<file path="src/rtl/kes_chien_dispatch_pkg.sv">
// Shared definitions for the per-channel KES-to-Chien dispatcher: FSM encoding
// and the LSB-first slice offsets used to pick one chunk out of a cluster vector.
package kes_chien_dispatch_pkg;

    typedef enum logic [2:0] {
        IDLE,
        SCAN,
        ISSUE,
        WAIT,
        DONE
    } dispatchState_t;

    function automatic int countOffset(input int chunk, input int countBits);
        return chunk * countBits;
    endfunction

    function automatic int elpOffset(input int chunk, input int symbolBits, input int coefficients);
        return chunk * symbolBits * coefficients;
    endfunction

endpackage

</file>
<file path="src/rtl/kes_elp_cluster_latch.sv">
// Holds one cluster of KES results and presents the count and ELP of the chunk
// currently selected by the dispatcher's index.
module kes_elp_cluster_latch
    import kes_chien_dispatch_pkg::*;
#(
    parameter int Multi             = 2,
    parameter int GaloisFieldDegree = 12,
    parameter int MaxErrorCountBits = 9,
    parameter int ELPCoefficients   = 15,
    parameter int ChunkIndexBits    = 1
) (
    input  logic                                                clock,
    input  logic                                                reset,
    input  logic                                                load,
    input  logic [Multi-1:0]                                    erroredIn,
    input  logic [Multi-1:0]                                    failIn,
    input  logic [Multi*MaxErrorCountBits-1:0]                  countIn,
    input  logic [Multi*GaloisFieldDegree*ELPCoefficients-1:0]  elpIn,
    input  logic [ChunkIndexBits-1:0]                           index,
    output logic [Multi-1:0]                                    latchedErrored,
    output logic [Multi-1:0]                                    latchedFail,
    output logic [Multi*MaxErrorCountBits-1:0]                  latchedCounts,
    output logic [MaxErrorCountBits-1:0]                        selCount,
    output logic [GaloisFieldDegree*ELPCoefficients-1:0]        selElp
);

    localparam int ElpBits = GaloisFieldDegree * ELPCoefficients;

    logic [Multi*ElpBits-1:0] latchedElp;

    always_ff @(posedge clock or posedge reset) begin
        if (reset) begin
            latchedErrored <= '0;
            latchedFail    <= '0;
            latchedCounts  <= '0;
            latchedElp     <= '0;
        end else if (load) begin
            latchedErrored <= erroredIn;
            latchedFail    <= failIn;
            latchedCounts  <= countIn;
            latchedElp     <= elpIn;
        end
    end

    // The index only moves while the FSM is scanning, so these stay stable for a whole search.
    assign selCount = latchedCounts[countOffset(int'(index), MaxErrorCountBits) +: MaxErrorCountBits];
    assign selElp   = latchedElp[elpOffset(int'(index), GaloisFieldDegree, ELPCoefficients) +: ElpBits];

endmodule

</file>
<file path="src/rtl/kes_chien_dispatch.sv">
// Per-channel receiver of shared-KES ELP results: latches a cluster, feeds each
// correctable errored chunk to the Chien engine, and reports per-chunk status.
module kes_chien_dispatch
    import kes_chien_dispatch_pkg::*;
#(
    parameter int Multi             = 2,
    parameter int GaloisFieldDegree = 12,
    parameter int MaxErrorCountBits = 9,
    parameter int ELPCoefficients   = 15,
    parameter int ChunkIndexBits    = 1
) (
    input  logic                                                iClock,
    input  logic                                                iReset,
    input  logic                                                iIntraSharedKESEnd,
    input  logic [Multi-1:0]                                    iErroredChunk,
    input  logic [Multi-1:0]                                    iCorrectionFail,
    input  logic [Multi*MaxErrorCountBits-1:0]                  iClusterErrorCount,
    input  logic [Multi*GaloisFieldDegree*ELPCoefficients-1:0]  iELPCoefficients,
    output logic                                                oCSAvailable,
    input  logic                                                iCSReady,
    output logic                                                oCSStart,
    output logic [ChunkIndexBits-1:0]                           oCSChunkNumber,
    output logic [GaloisFieldDegree*ELPCoefficients-1:0]        oCSELPCoefficients,
    output logic [MaxErrorCountBits-1:0]                        oCSErrorCount,
    input  logic                                                iCSDone,
    input  logic [MaxErrorCountBits-1:0]                        iCSRootCount,
    output logic                                                oClusterDone,
    output logic [Multi-1:0]                                    oClusterCorrected,
    output logic [Multi-1:0]                                    oClusterFail,
    output logic [Multi*MaxErrorCountBits-1:0]                  oClusterErrorCount
);

    dispatchState_t                     state;
    logic [ChunkIndexBits-1:0]          index;
    logic [Multi-1:0]                   corrAcc, failAcc;
    logic [Multi-1:0]                   corrUpd, failUpd;
    logic [Multi-1:0]                   latchedErrored, latchedFail;
    logic [Multi*MaxErrorCountBits-1:0] latchedCounts;
    logic                               loadCluster;
    logic                               retire;
    logic                               lastChunk;

    assign loadCluster = (state == IDLE) && iIntraSharedKESEnd;
    assign lastChunk   = (index == ChunkIndexBits'(Multi - 1));

    kes_elp_cluster_latch #(
        .Multi             (Multi),
        .GaloisFieldDegree (GaloisFieldDegree),
        .MaxErrorCountBits (MaxErrorCountBits),
        .ELPCoefficients   (ELPCoefficients),
        .ChunkIndexBits    (ChunkIndexBits)
    ) clusterLatch (
        .clock          (iClock),
        .reset          (iReset),
        .load           (loadCluster),
        .erroredIn      (iErroredChunk),
        .failIn         (iCorrectionFail),
        .countIn        (iClusterErrorCount),
        .elpIn          (iELPCoefficients),
        .index          (index),
        .latchedErrored (latchedErrored),
        .latchedFail    (latchedFail),
        .latchedCounts  (latchedCounts),
        .selCount       (oCSErrorCount),
        .selElp         (oCSELPCoefficients)
    );

    assign oCSChunkNumber = index;
    assign oCSStart       = (state == ISSUE) && iCSReady;

    // Status update for the chunk under the index; retire means this chunk is finished.
    always_comb begin
        corrUpd = corrAcc;
        failUpd = failAcc;
        retire  = 1'b0;
        case (state)
            SCAN: begin
                if (!latchedErrored[index]) begin
                    corrUpd[index] = 1'b0;
                    failUpd[index] = 1'b0;
                    retire         = 1'b1;
                end else if (latchedFail[index]) begin
                    failUpd[index] = 1'b1;
                    retire         = 1'b1;
                end
            end
            WAIT: begin
                if (iCSDone) begin
                    retire = 1'b1;
                    if (iCSRootCount == oCSErrorCount) corrUpd[index] = 1'b1;
                    else                               failUpd[index] = 1'b1;
                end
            end
            default: ;
        endcase
    end

    always_ff @(posedge iClock or posedge iReset) begin
        if (iReset) begin
            state              <= IDLE;
            index              <= '0;
            corrAcc            <= '0;
            failAcc            <= '0;
            oCSAvailable       <= 1'b1;
            oClusterDone       <= 1'b0;
            oClusterCorrected  <= '0;
            oClusterFail       <= '0;
            oClusterErrorCount <= '0;
        end else begin
            oClusterDone <= 1'b0;
            corrAcc      <= corrUpd;
            failAcc      <= failUpd;
            case (state)
                IDLE: begin
                    if (iIntraSharedKESEnd) begin
                        state        <= SCAN;
                        index        <= '0;
                        corrAcc      <= '0;
                        failAcc      <= '0;
                        oCSAvailable <= 1'b0;
                    end
                end
                SCAN:  if (!retire) state <= ISSUE;
                ISSUE: if (iCSReady) state <= WAIT;
                DONE: begin
                    state        <= IDLE;
                    oCSAvailable <= 1'b1;
                end
                default: ;
            endcase
            // Results are registered on entry to DONE so they are valid during the DONE cycle.
            if (retire) begin
                if (lastChunk) begin
                    state              <= DONE;
                    oClusterDone       <= 1'b1;
                    oClusterCorrected  <= corrUpd;
                    oClusterFail       <= failUpd;
                    oClusterErrorCount <= latchedCounts;
                end else begin
                    state <= SCAN;
                    index <= index + ChunkIndexBits'(1);
                end
            end
        end
    end

endmodule
</file>
<file path="config.mk">
export PLATFORM = sky130hd
export DESIGN_NAME = kes_chien_dispatch
export DESIGN_NICKNAME = d
export VERILOG_FILES = /design/src/rtl/kes_chien_dispatch_pkg.sv /design/src/rtl/kes_elp_cluster_latch.sv /design/src/rtl/kes_chien_dispatch.sv
export SDC_FILE = /design/constraint.sdc
export NUM_CORES = 1
export LEC_CHECK = 0
export ABC_CLOCK_PERIOD_IN_PS = 15600
export CAP_MARGIN = 20
export CORE_AREA = 2 2 237 239
export DETAILED_ROUTE_END_ITERATION = 6
export DIE_AREA = 0 0 239 241
export PLACE_DENSITY_LB_ADDON = 0.05
export SYNTH_ARGS = -nofsm -noshare
export SYNTH_HDL_FRONTEND = slang
export SYNTH_SLANG_ARGS = --single-unit
</file>
<file path="constraint.sdc">
create_clock -name iClock -period 15.6 [get_ports iClock]
set_input_delay 3.12 -clock iClock [delete_from_list [all_inputs] [get_ports iClock]]
set_output_delay 3.12 -clock iClock [all_outputs]
set_load 0.02 [all_outputs]
</file>
# Word-level counts from Yosys, hierarchy flattened
# Cells that the tools add are included.
dict set report word_totals {
  out_inout_bits 215
  ramBits 0
  latchBits 0
  memories 0
  word_cells 79
  regBits 414
  mem_bits_ro 0
}
dict set report classes {
  n_addsub 1
  n_reduce_logical 9
  mul 3
  n_eq_ne 8
  magnitude_cmp 2
  n_bitwise 5
  div_mod_pow 0
  mux 36
  shift 2
}
# op count
set op_table {}
lappend op_table {{$shiftx A360 B32 Y180} 1}
lappend op_table {{$shiftx A18 B32 Y9} 1}
lappend op_table {{$mul A30 B5 Y30 const B} 1}
lappend op_table {{$mux W2} 11}
lappend op_table {{$mux W1} 15}
lappend op_table {{$mux W3} 4}
lappend op_table {{$pmux W3 S4} 1}
lappend op_table {{$eq A9 B9 Y1} 1}
lappend op_table {{$pmux W2 S2} 2}
lappend op_table {{$eq A3 B2 Y1 const B} 2}
lappend op_table {{$ne A3 B3 Y1 const B} 2}
lappend op_table {{$mul A1 B4 Y5 const B} 1}
lappend op_table {{$reduce_bool A5 Y1} 1}
lappend op_table {{$and A2 B2 Y2} 2}
lappend op_table {{$or A2 B2 Y2} 2}
lappend op_table {{$pmux W1 S2} 2}
lappend op_table {{$reduce_and A2 Y1} 2}
lappend op_table {{$eq A3 B1 Y1 const B} 1}
lappend op_table {{$eq A3 B3 Y1 const B} 1}
lappend op_table {{$logic_and A1 B1 Y1} 3}
lappend op_table {{$logic_not A3 Y1} 1}
lappend op_table {{$mul A1 B2 Y3 const B} 1}
lappend op_table {{$reduce_and A3 Y1} 1}
lappend op_table {{$lt A1 B2 Y1 const B} 1}
lappend op_table {{6 further kinds} 6}

# Logic depth before layout (Yosys ltp)
# Gate-level depths: netlist of the first run.
dict set report depth {
  word_depth 10
  mapped_depth 8
  ltp_nobuf 6
}

# Cells and area by module
# A second synthesis of the first run with hierarchy kept.
dict set report hier_totals {
  cells_unflattened 1133
  area_unflattened_um2 19931.6
}
# mod area_per_inst_um2 cells_per_inst n_inst
set modules_own_cells {}
lappend modules_own_cells {kes_elp_cluster_latch 18465.2 1018 1}
lappend modules_own_cells {kes_chien_dispatch 1466.4 115 1}

# Worst setup path after synthesis of the first run
# Ideal clock, no wire load.
dict set report synth_path {
  kind {input -> output}
  startpoint {in iCSReady}
  endpoint {out oCSStart}
  n_path_buf 0
  setup_slack_ns 8.647
  path_stages 1
  arrival_ns 3.833
  cell_sequence {nor4bb_1}
}
dict set report synth_between {
  elab_chain_len 1
}
# element line
set synth_rtl {}
lappend synth_rtl {{from (decl)} kes_chien_dispatch.sv:20} ;# input logic iCSReady,
lappend synth_rtl {{$logic_and A1 B1 Y1} kes_chien_dispatch.sv:69} ;# assign oCSStart = (state == ISSUE) && iCSReady;
lappend synth_rtl {{to (decl)} kes_chien_dispatch.sv:21} ;# output logic oCSStart,
# No other way between the ends.

# Worst setup path after layout of the first run
# Same ends and word-level chain as after synthesis.

==> results.md, run 1 <==
* Tmin final at 7.643 ns
* Slew headroom at 0.2415
* Die height at 241 µm
* Maximum root-to-sink buffer count at 3
* Tightest Pin Transition at 1.138 ns
* Clock Sinks at 414
* Max-capacitance violation count at 0
* WL/cell at 18.52 µm
* Cell taking the most area after synthesis: dfrtp_1
* Count leader, synth: nand2_1
* PD cells at 217.5 mW/mm²
* P&R area growth vs syn at 45.78%
* Ys Warns at 0
* Die Width at 239 µm
* Global-route wire length before repair at 92,000 µm
* Fin. max-slew vios at 0
* Layout cells sized above 1 at 0.1115
* CTS buffer count at 48
* Post-synth ARST share at 1.000
* Required time worst endpoint at 12.48 ns
* Worst VDD drop at 0.08629 mV
* DP Worst Slack at 7.943 ns
* Initial Util at 0.3273
* ANT nets after route at 0
* R2R depth at 7
* Setup TNS at 0 ns
* DRT Wirelength at 61,000 µm
* Via Count at 15,030
* DRC at 0
* H-tree levels at 2
* Top-area cell type share of the netlist area at 0.5754
* Worst hold path class: reg2reg
* Placed Area at 0.02463 mm²
* Initial antenna violation count at 19
* GRT Overall Usage at 0.2077
* RSZ-0062 raised after global routing: false
* Mapped cell area at 0.01796 mm²
* R2r endpoint: clusterLatch.latchedElp[191]
* Endpoint, Worst Hold: clusterLatch.latchedElp[341]
* Avg Inst Size Synth at 9.030 µm²
* Status: finished, final reports clean
* Worst hold start: clusterLatch.latchedElp[341]
* CTS tree: built
* Largest net degree at the start of global routing at 222
* Synth top cells by count: nand2_1 (1,210), dfrtp_1 (413), mux2_2 (186)
* Max Freq at 0.1308 GHz
* WP data arrival at 4.52 ns
* Post_cts resized at 0
* Post-CTS setup buffer count at 0
* Fin area at 0.02618 mm²
* Top FF cell, synth: dfrtp_1
* Root Buffer Master: clkbuf_16
* Hold_buf cts at 0
* Initial DRC count at 851
* Final Hold Fails at 0
* Core box area at 0.05488 mm²
* Hold path cells at 2
* Startpoint types: input pin
* Vias in the first global route at 15,500
* Setup CP Type: in2out
* Syn Inst Count at 1,989
* GRT overflow at 0
* Setup ws final at 7.957 ns
* Top-level port count at 611
* Register area share after synthesis at 0.5769
* Flops & latches, synth at 414
* Final setup violation count at 0
* Full die area at 0.05760 mm²
* Leak at 0.01282 µW
* Worst Skew at 0.02165 ns
* Worst-path clk slew at 0.06 ns
* FP Rows at 86
* Launch point of the worst reg-to-reg path: state[1]
* IO buf count at 610
* Final Cycle Share at 0.4900
* Syn_nets at 2,385
* Drt first pass iters at 4
* GPL Wtd Cong at 0.8035
* CP endpoint kind: output pin
* Max Fanout on Critical Path at 2
* Vias/cell at 4.562
* Ranking of synthesized cells by area: dfrtp_1 (58%), nand2_1 (25%), mux2_2 (12%), clkbuf_1 (1.8%), buf_2 (0.50%)
* Yosys cell types at 39
* NumNets Final at 2,945
* EDFF count, synth at 0
* R2R setup slack at 12.40 ns
* Detail Placement HPWL at 41,900 µm
* Clock latency on the worst-skew pair at 0.58 ns
==> power by group <==
part / switching [µW] / internal, µW / total [µW]
logic: 1480 / 1280 / 2760
registers: 271 / 1570 / 1840
clock network: 449 / 648 / 1100
total: 2200 / 3490 / 5690
==> cells by family (layout without fill, tap and decap cells) <==
logic type      count (synthesis)  in the layout  share of synthesized area
simple gates                 1237           1237                     0.2633
other cells                     0              8                          0
buf+inv                       116            709                    0.02633
mux                           191            191                     0.1205
compound gates                 22             22                   0.008081
xor+xnor                        9              9                   0.004807
flops                         414            414                     0.5769
==> how the worst max path moves through the flow <==
| stage | start | endpoint | slack, ns | depth (start not counted) |
|---|---|---|---|---|
| after floorplan | iReset | clusterLatch.latchedCounts[0] | 0.96 | 1 |
| after global placement | iCSReady | oCSStart | 7.93 | 3 |
| after detailed placement | iCSReady | oCSStart | 7.94 | 3 |
| after CTS | iCSReady | oCSStart | 7.94 | 3 |
| after global routing | iCSReady | oCSStart | 7.92 | 3 |
| final | iCSReady | oCSStart | 7.96 | 3 |
==> cell usage in the layout, fill, tap and decap left out, types with 2 or more instances in the layout <==
cell type / netlist / layout
o31ai_1: 2 / 2
nor2_1: 8 / 7
buf_4: 0 / 12
buf_12: 0 / 2
nand4_1: 2 / 2
o22ai_1: 4 / 4
nand2_1: 1210 / 1210
mux2_4: 4 / 4
clkbuf_16: 0 / 49
clkinv_2: 0 / 6
o21ai_0: 6 / 6
clkbuf_1: 88 / 10
diode_2: 0 / 8
mux2_2: 186 / 186
clkbuf_8: 0 / 16
clkdlybuf4s50_1: 0 / 610
clkinvlp_4: 0 / 2
xor2_1: 8 / 8
dfrtp_1: 413 / 412
a21oi_1: 3 / 3
nand2b_1: 4 / 4
a22o_1: 2 / 2
==> registers in the layout, indices dropped and copies added (netlist names) <==
name	count
clusterLatch.latchedElp	360
state	3
oCSChunkNumber	1
clusterLatch.latchedErrored	2
clusterLatch.latchedFail	2
oClusterCorrected	2
oCSAvailable	1
oClusterFail	2
clusterLatch.latchedCounts	18
oClusterDone	1
corrAcc	2
failAcc	2
oClusterErrorCount	18
==> worst max-delay path: stages <==
cell,delay (ns)
clkdlybuf4s50_1,0.47
nor4bb_1,0.27
clkdlybuf4s50_1,0.65
==> cell type report <==
type / instances / area [µm²]
clock inverter: 8 / 45.04
fill: 5287 / 28700
antenna: 8 / 20.02
clock buffer: 75 / 1484
tap: 704 / 880.8
timing repair buffer: 624 / 6236
sequential: 414 / 10360
multi-input combinational: 1459 / 7136
inverter: 2 / 15.01
==> routing by layer <==
metal	vias to the layer above	track usage	routed length (µm)
met4	24	0.05758	1207
met2	358	0.3582	30650
met3	83	0.06577	4519
met1	7239	0.2499	24480
met5	-	0	149
li1	7322	-	-
==> metrics by stage <==
step                      hold slack (ns)  instances    util  total power, µW
after floorplan                    0.4401       1989       -             3436
after global placement             0.4520       3203  0.4489             4602
after detailed placement           0.4564       3203  0.4489             4641
after CTS                          0.4715       3286  0.4767             5784
after global routing               0.4819       3291  0.4769             6082
final                              0.4642       3294  0.4771             5694
No activity file was read; power rests on OpenSTA's default activity.
==> run 2: changes to the inputs <==
--- a/config.mk
+++ b/config.mk
@@ -5,7 +5,7 @@
 export SDC_FILE = /design/constraint.sdc
 export NUM_CORES = 1
 export LEC_CHECK = 0
-export ABC_CLOCK_PERIOD_IN_PS = 15600
+export ABC_CLOCK_PERIOD_IN_PS = 7710
 export CAP_MARGIN = 20
 export CORE_AREA = 2 2 237 239
 export DETAILED_ROUTE_END_ITERATION = 6
==> constraint.sdc (replaced) <==
create_clock -name iClock -period 7.71 [get_ports iClock]
set_input_delay 1.542 -clock iClock [delete_from_list [all_inputs] [get_ports iClock]]
set_output_delay 1.542 -clock iClock [all_outputs]
set_load 0.02 [all_outputs]
==> run 2 against run 1 <==
  * Cell area up 0.94%
  * Clock-buffer cell count increased by 10
  * Setup slack got worse by 5.2 ns
  * First-iteration DRC count is 20% lower
  * Cell count grew 0.61%
  * Wire length shrank 0.33%
  * Via count barely moved
  * Sequential share of layout area fell by 0.37 points
==> results.md, run 2 (same netlist as run 1, synthesis figures left out) <==
* Status: finished, final reports clean (unchanged)
* CP bufs+invs at 2 (unchanged)
* PD cells at 443.7 mW/mm² (was 217.5 mW/mm²)
* Cell Chain, Critical Path: buf_12 -> mux2_2 -> clkdlybuf4s50_1 (was clkdlybuf4s50_1 -> nor4bb_1 -> clkdlybuf4s50_1)
* Total power draw at 11,720 µW (was 5694 µW)
* Root Buffer Master: clkbuf_16 (unchanged)
* RSZ-0062 raised after global routing: false (unchanged)
* Initial DRC count at 678 (was 851)
* Max-capacitance violation count at 0 (unchanged)
* Most frequent cells in the layout: nand2_1 (1,210), clkdlybuf4s50_1 (610), dfrtp_1 (412), mux2_2 (186), clkbuf_16 (53) (was nand2_1 (1,210), clkdlybuf4s50_1 (610), dfrtp_1 (412), mux2_2 (186), clkbuf_16 (49))
* Global-route wire length before repair at 90,550 µm (was 92,000 µm)
* Largest register by flop count: clusterLatch.latchedElp (unchanged)
* Top-level port count at 611 (unchanged)
* Non-filler instance count after layout at 3,314 (was 3,294)
* FP Rows at 86 (unchanged)
* Final Cycle Share at 0.6424
* Worst Skew at 0.007270 ns (was 0.02165 ns)
* WP data arrival at 3.41 ns (was 4.52 ns)
* Drt first pass iters at 4 (unchanged)
* WL/cell at 18.35 µm (was 18.52 µm)
* Layout cells sized above 1 at 0.1127 (was 0.1115)
* Full die area at 0.05760 mm² (unchanged)
* CP max-delay cell: dfrtp_4 (was clkdlybuf4s50_1)
* Worst-path clk slew at 0.06 ns (about the same)
* Largest net degree at the start of global routing at 234 (was 222)
* Crit path max-delay family: buffers and inverters (unchanged)
* Number of flip-flops under the largest register name at 360 (unchanged)
* Startpoint types: flop (was input pin)
* Placed Cells at 3,201 (was 3,203)
* CP endpoint kind: output pin (unchanged)
* Die Width at 239 µm (unchanged)
* Multi-input logic area at 0.007136 mm² (unchanged)
* Final Hold Fails at 0 (unchanged)
* ANT nets after route at 0 (unchanged)
* Fin. max-slew vios at 0 (unchanged)
* Detail Placement HPWL at 41,460 µm (was 41,900 µm)
* Worst VDD drop at 0.2769 mV (was 0.08629 mV)
* Worst hold path class: reg2reg (unchanged)
* Max Freq at 0.2019 GHz
* Max Fanout on Critical Path at 105 (was 2)
* Die height at 241 µm (unchanged)
* Slew headroom at 0.1163 (was 0.2415)
* P&R area growth vs syn at 47.14% (was 45.78%)
* Hold_buf cts at 0 (unchanged)
* Reg area at 0.01036 mm² (unchanged)
* Core box area at 0.05488 mm² (unchanged)
* Post_cts resized at 0 (unchanged)
* Vias/cell at 4.537 (was 4.562)
* Fillers at 5,310 (was 5,287)
* Maximum root-to-sink buffer count at 3 (unchanged)
* Largest registers: clusterLatch.latchedElp x360, clusterLatch.latchedCounts x18, oClusterErrorCount x18 (unchanged)
* Setup TNS at 0 ns (unchanged)
* Commonest non-fill, non-tap cell in the layout: nand2_1 (unchanged)
* Clock Sinks at 414 (unchanged)
* Setup CP Type: reg2out (was in2out)
* H-tree levels at 2 (unchanged)
* Final setup violation count at 0 (unchanged)
* GRT overflow at 0 (unchanged)
* Post-CTS setup buffer count at 0 (unchanged)
* Worst Hold Margin at 0.4662 ns (was 0.4642 ns)
* Clock latency on the worst-skew pair at 0.58 ns (about the same)
* GPL Wtd Cong at 0.8163 (was 0.8035)
* CTS tree: built (unchanged)
* GRT Overall Usage at 0.2057 (was 0.2077)
* CTS buffer count at 50 (was 48)
* NumNets Final at 2,946 (was 2,945)
* IO buf count at 610 (unchanged)
* Initial Util at 0.3273 (unchanged)
* DRT Wirelength at 60,800 µm (was 61,000 µm)
* Initial antenna violation count at 28 (was 19)
* Via Count at 15,030 (about the same)
* DRC at 0 (unchanged)
* Required time worst endpoint at 6.17 ns (was 12.48 ns)
* Leak at 0.01292 µW (was 0.01282 µW)
* Tmin final at 4.953 ns
* Max incr delay on CP at 1.07 ns (was 0.65 ns)
* Vias in the first global route at 15,120 (was 15,500)
* Tightest Pin Transition at 1.326 ns (was 1.138 ns)
* Post-Route Utilization at 0.4816 (was 0.4771)
[run 2: cell count changes in the layout (fill, tap and decap cells not counted), sizes merged]
| cell | previous run | this run |
|---|---|---|
| diode | 8 | 19 |
| clkbuf | 75 | 85 |
| bufinv | 0 | 2 |
| buf | 14 | 13 |
| clkinv | 6 | 5 |
| clkinvlp | 2 | 1 |
[run 2: layout make-up]
cell class                      instances  share of cell area
Sequential cell                       414              0.3922
Multi-Input combinational cell       1459              0.2700
Timing Repair Buffer                  623              0.2374
Clock buffer                           85             0.06117
Tap cell                              704             0.03333
Clock inverter                          8            0.003646
Antenna cell                           19            0.001799
Inverter                                2           0.0004261
[run 2: report_power, final]
part	internal, µW	switching (µW)	total [µW]
sequential	3170	593	3760
combinational	2600	2940	5540
clock	1490	940	2430
total	7250	4470	11700
[run 2: routing by layer]
layer  routed length [µm]  vias up  GRT usage
li1                     -     7334          -
met1                24270     7215     0.2451
met2                29860      373     0.3415
met3                 4806       98    0.06874
met4                 1765       14    0.08485
met5                   93        -          0
[run 2: per-stage QoR]
step,cell area (µm²),worst slack [ns]
3_3_place_gp,24650,3.084
5_1_grt,26420,2.592
4_1_cts,26360,2.704
2_1_floorplan,17960,0.5872
3_5_place_dp,24650,3.029
6_report,26430,2.757
[run 2: worst paths after layout]
| check | start | end | slack [ns] | cells past startpoint |
|---|---|---|---|---|
| max | oCSChunkNumber | oCSELPCoefficients[83] | 2.76 | 3 |
| max reg2reg | state[1] | clusterLatch.latchedElp[146] | 4.78 | 7 |
| max in group asynchronous | iReset | clusterLatch.latchedCounts[1] | 4.61 | 4 |
| min | clusterLatch.latchedElp[36] | clusterLatch.latchedElp[36] | 0.47 | 2 |
| min in group asynchronous | iReset | clusterLatch.latchedElp[271] | 1.79 | 3 |
| min reg2reg | clusterLatch.latchedElp[36] | clusterLatch.latchedElp[36] | 0.47 | 2 |
[run 2: tightest hold or removal path: cells and delay by family (launching register included)]
kind / cells / cell delay [ns]
simple gates: 2 / 0.10
flops: 1 / 0.34
==> run 3: changes to the inputs <==
--- a/config.mk
+++ b/config.mk
@@ -5,7 +5,7 @@
 export SDC_FILE = /design/constraint.sdc
 export NUM_CORES = 1
 export LEC_CHECK = 0
-export ABC_CLOCK_PERIOD_IN_PS = 7710
+export ABC_CLOCK_PERIOD_IN_PS = 4200
 export CAP_MARGIN = 20
 export CORE_AREA = 2 2 237 239
 export DETAILED_ROUTE_END_ITERATION = 6
==> constraint.sdc (replaced) <==
create_clock -name iClock -period 4.2 [get_ports iClock]
set_input_delay 0.84 -clock iClock [delete_from_list [all_inputs] [get_ports iClock]]
set_output_delay 0.84 -clock iClock [all_outputs]
set_load 0.02 [all_outputs]
==> run 3 against run 2 <==
  * Cell area is 0.58% higher
  * Die area unchanged
  * Critical path type unchanged
  * Clock-buffer cell count fell by 8
  * Non-clock buffer count up 21
  * Highest routed layer unchanged
  * Largest power group unchanged
  * Power rose by 84%
  * Utilization grew 0.28 points
==> results.md, run 3 (same netlist as run 1, synthesis figures left out) <==
* Status: finished, final reports clean (unchanged)
* FP Rows at 86 (unchanged)
* Startpoint types: flop (unchanged)
* Commonest non-fill, non-tap cell in the layout: nand2_1 (unchanged)
* GRT overflow at 0 (unchanged)
* Initial Util at 0.3273 (unchanged)
* GPL Wtd Cong at 0.8678 (was 0.8163)
* Vias in the first global route at 15,810 (was 15,120)
* Clock Sinks at 414 (unchanged)
* Largest register by flop count: clusterLatch.latchedElp (unchanged)
* Full die area at 0.05760 mm² (unchanged)
* Root Buffer Master: clkbuf_16 (unchanged)
* Placed Area at 0.02492 mm² (was 0.02465 mm²)
* Fin area at 0.02658 mm² (was 0.02643 mm²)
* GRT Overall Usage at 0.2216 (was 0.2057)
* CP endpoint kind: output pin (unchanged)
* Most frequent cells in the layout: nand2_1 (1,210), clkdlybuf4s50_1 (610), dfrtp_1 (412), mux2_2 (186), clkbuf_16 (49) (was nand2_1 (1,210), clkdlybuf4s50_1 (610), dfrtp_1 (412), mux2_2 (186), clkbuf_16 (53))
* Post-Route Utilization at 0.4844 (was 0.4816)
* Worst hold path class: reg2reg (unchanged)
* DRT Wirelength at 64,690 µm (was 60,800 µm)
* Leak at 0.01300 µW (was 0.01292 µW)
* Total power draw at 21,560 µW (was 11,720 µW)
* Largest net degree at the start of global routing at 126 (was 234)
* Detail Placement HPWL at 46,930 µm (was 41,460 µm)
* Fillers at 5,244 (was 5,310)
* Max-capacitance violation count at 0 (unchanged)
* Post_cts resized at 0 (unchanged)
* Max Freq at 0.2580 GHz
* Hold_buf cts at 0 (unchanged)
* Die Width at 239 µm (unchanged)
* Core box area at 0.05488 mm² (unchanged)
* Initial DRC count at 785 (was 678)
* Post-CTS setup buffer count at 0 (unchanged)
* Worst Skew at 0.01195 ns (was 0.007270 ns)
* Met1 Usage GRT at 0.2606 (was 0.2451)
* Worst Hold Margin at 0.4669 ns (was 0.4662 ns)
* WP data arrival at 3.04 ns (was 3.41 ns)
* Met3 Usage GRT at 0.06988 (was 0.06874)
* Required time worst endpoint at 3.36 ns (was 6.17 ns)
* Global-route wire length before repair at 96,920 µm (was 90,550 µm)
* Tmin final at 3.876 ns
* Slew headroom at 0.3655 (was 0.1163)
* GR peak layer: met2 (unchanged)
* P&R area growth vs syn at 48.00% (was 47.14%)
* Final Hold Fails at 0 (unchanged)
* Max Fanout on Critical Path at 60 (was 105)
* DRC at 0 (unchanged)
* Via Count at 15,200 (was 15,030)
* CTS tree: built (unchanged)
* PD cells at 811.3 mW/mm² (was 443.7 mW/mm²)
* Worst-path clk slew at 0.06 ns (about the same)
* Final setup violation count at 0 (unchanged)
* RSZ-0062 raised after global routing: false (unchanged)
* Layout cells sized above 1 at 0.1185 (was 0.1127)
* GR Util met2 at 0.3717 (was 0.3415)
* CP max-delay cell: dfrtp_4 (unchanged)
* Die height at 241 µm (unchanged)
* Clock latency on the worst-skew pair at 0.58 ns (about the same)
* Cell Chain, Critical Path: buf_4 -> mux2_2 -> clkdlybuf4s50_1 (was buf_12 -> mux2_2 -> clkdlybuf4s50_1)
* Setup CP Type: reg2out (unchanged)
* Final Cycle Share at 0.9229
* Tightest Pin Transition at 0.9517 ns (was 1.326 ns)
* Drt first pass iters at 4 (unchanged)
* Worst VDD drop at 0.5098 mV (was 0.2769 mV)
* Number of flip-flops under the largest register name at 360 (unchanged)
* IO buf count at 610 (unchanged)
* Hold path cells at 2 (unchanged)
* ANT nets after route at 0 (unchanged)
* NumNets Final at 2,965 (was 2,946)
* Initial antenna violation count at 28 (unchanged)
* WL/cell at 19.40 µm (was 18.35 µm)
* CTS buffer count at 48 (was 50)
* H-tree levels at 2 (unchanged)
* R2R setup slack at 1.18 ns (was 4.78 ns)
* Fin. max-slew vios at 0 (unchanged)
* Top-level port count at 611 (unchanged)
* Maximum root-to-sink buffer count at 3 (unchanged)
* R2R depth at 6 (was 7)
* Setup TNS at 0 ns (unchanged)
* Max incr delay on CP at 1.02 ns (was 1.07 ns)
* Vias/cell at 4.557 (was 4.537)
* Largest registers: clusterLatch.latchedElp x360, clusterLatch.latchedCounts x18, oClusterErrorCount x18 (unchanged)
==> run 3: cell types whose count changed in the layout (fill, tap and decap cells not counted), moves of 2 or more <==
cell / change
clkinv_2: +2
diode_2: +5
buf_4: +14
clkbuf_16: -4
buf_12: +8
clkbuf_8: -3
==> run 3: cell type report <==
class	instances	area, µm²	share of cell area
sequential	414	10360	0.3899
multi-input combinational	1459	7136	0.2685
timing repair buffer	644	6524	0.2454
clock buffer	77	1471	0.05536
tap	704	880.8	0.03314
clock inverter	11	132.6	0.004990
antenna	24	60.06	0.002259
inverter	2	11.26	0.0004236
==> run 3: power by group <==
part           leakage (µW)  switching, µW  total (µW)  internal, µW
clock              0.000791           1690        4260          2570
sequential          0.00519           1320        7140          5830
combinational       0.00701           5290       10200          4870
==> run 3: critical path, delay by kind of cell (launching register included) <==
kind	cells	cell delay [ns]
buf+inv	2	0.98
mux	1	0.38
flops	1	1.02
==> run 3: per-layer routing <==
layer  up-vias  wire length, µm  share of wire
li1       7376                -              -
met3       136             4998          0.077
met4        14             2574          0.040
met1      7238            25220           0.39
met2       433            31820           0.49
met5         -               80         0.0012
==> run 3: metrics by stage <==
step           std cells  setup slack (ns)
6_report            3335            0.3239
5_1_grt             3329            0.1795
3_3_place_gp        3223            0.8856
4_1_cts             3311            0.2541
3_5_place_dp        3223            0.8885
2_1_floorplan       1989            -2.221
==> run 3: worst paths after layout <==
| kind | startpoint | to |
|---|---|---|
| max | oCSChunkNumber | oCSELPCoefficients[75] |
| min | clusterLatch.latchedElp[183] | clusterLatch.latchedElp[183] |
| max reg2reg | oCSChunkNumber | failAcc[0] |
| min reg2reg | clusterLatch.latchedElp[183] | clusterLatch.latchedElp[183] |
| max in group asynchronous | iReset | oCSChunkNumber |
| min in group asynchronous | iReset | clusterLatch.latchedElp[104] |
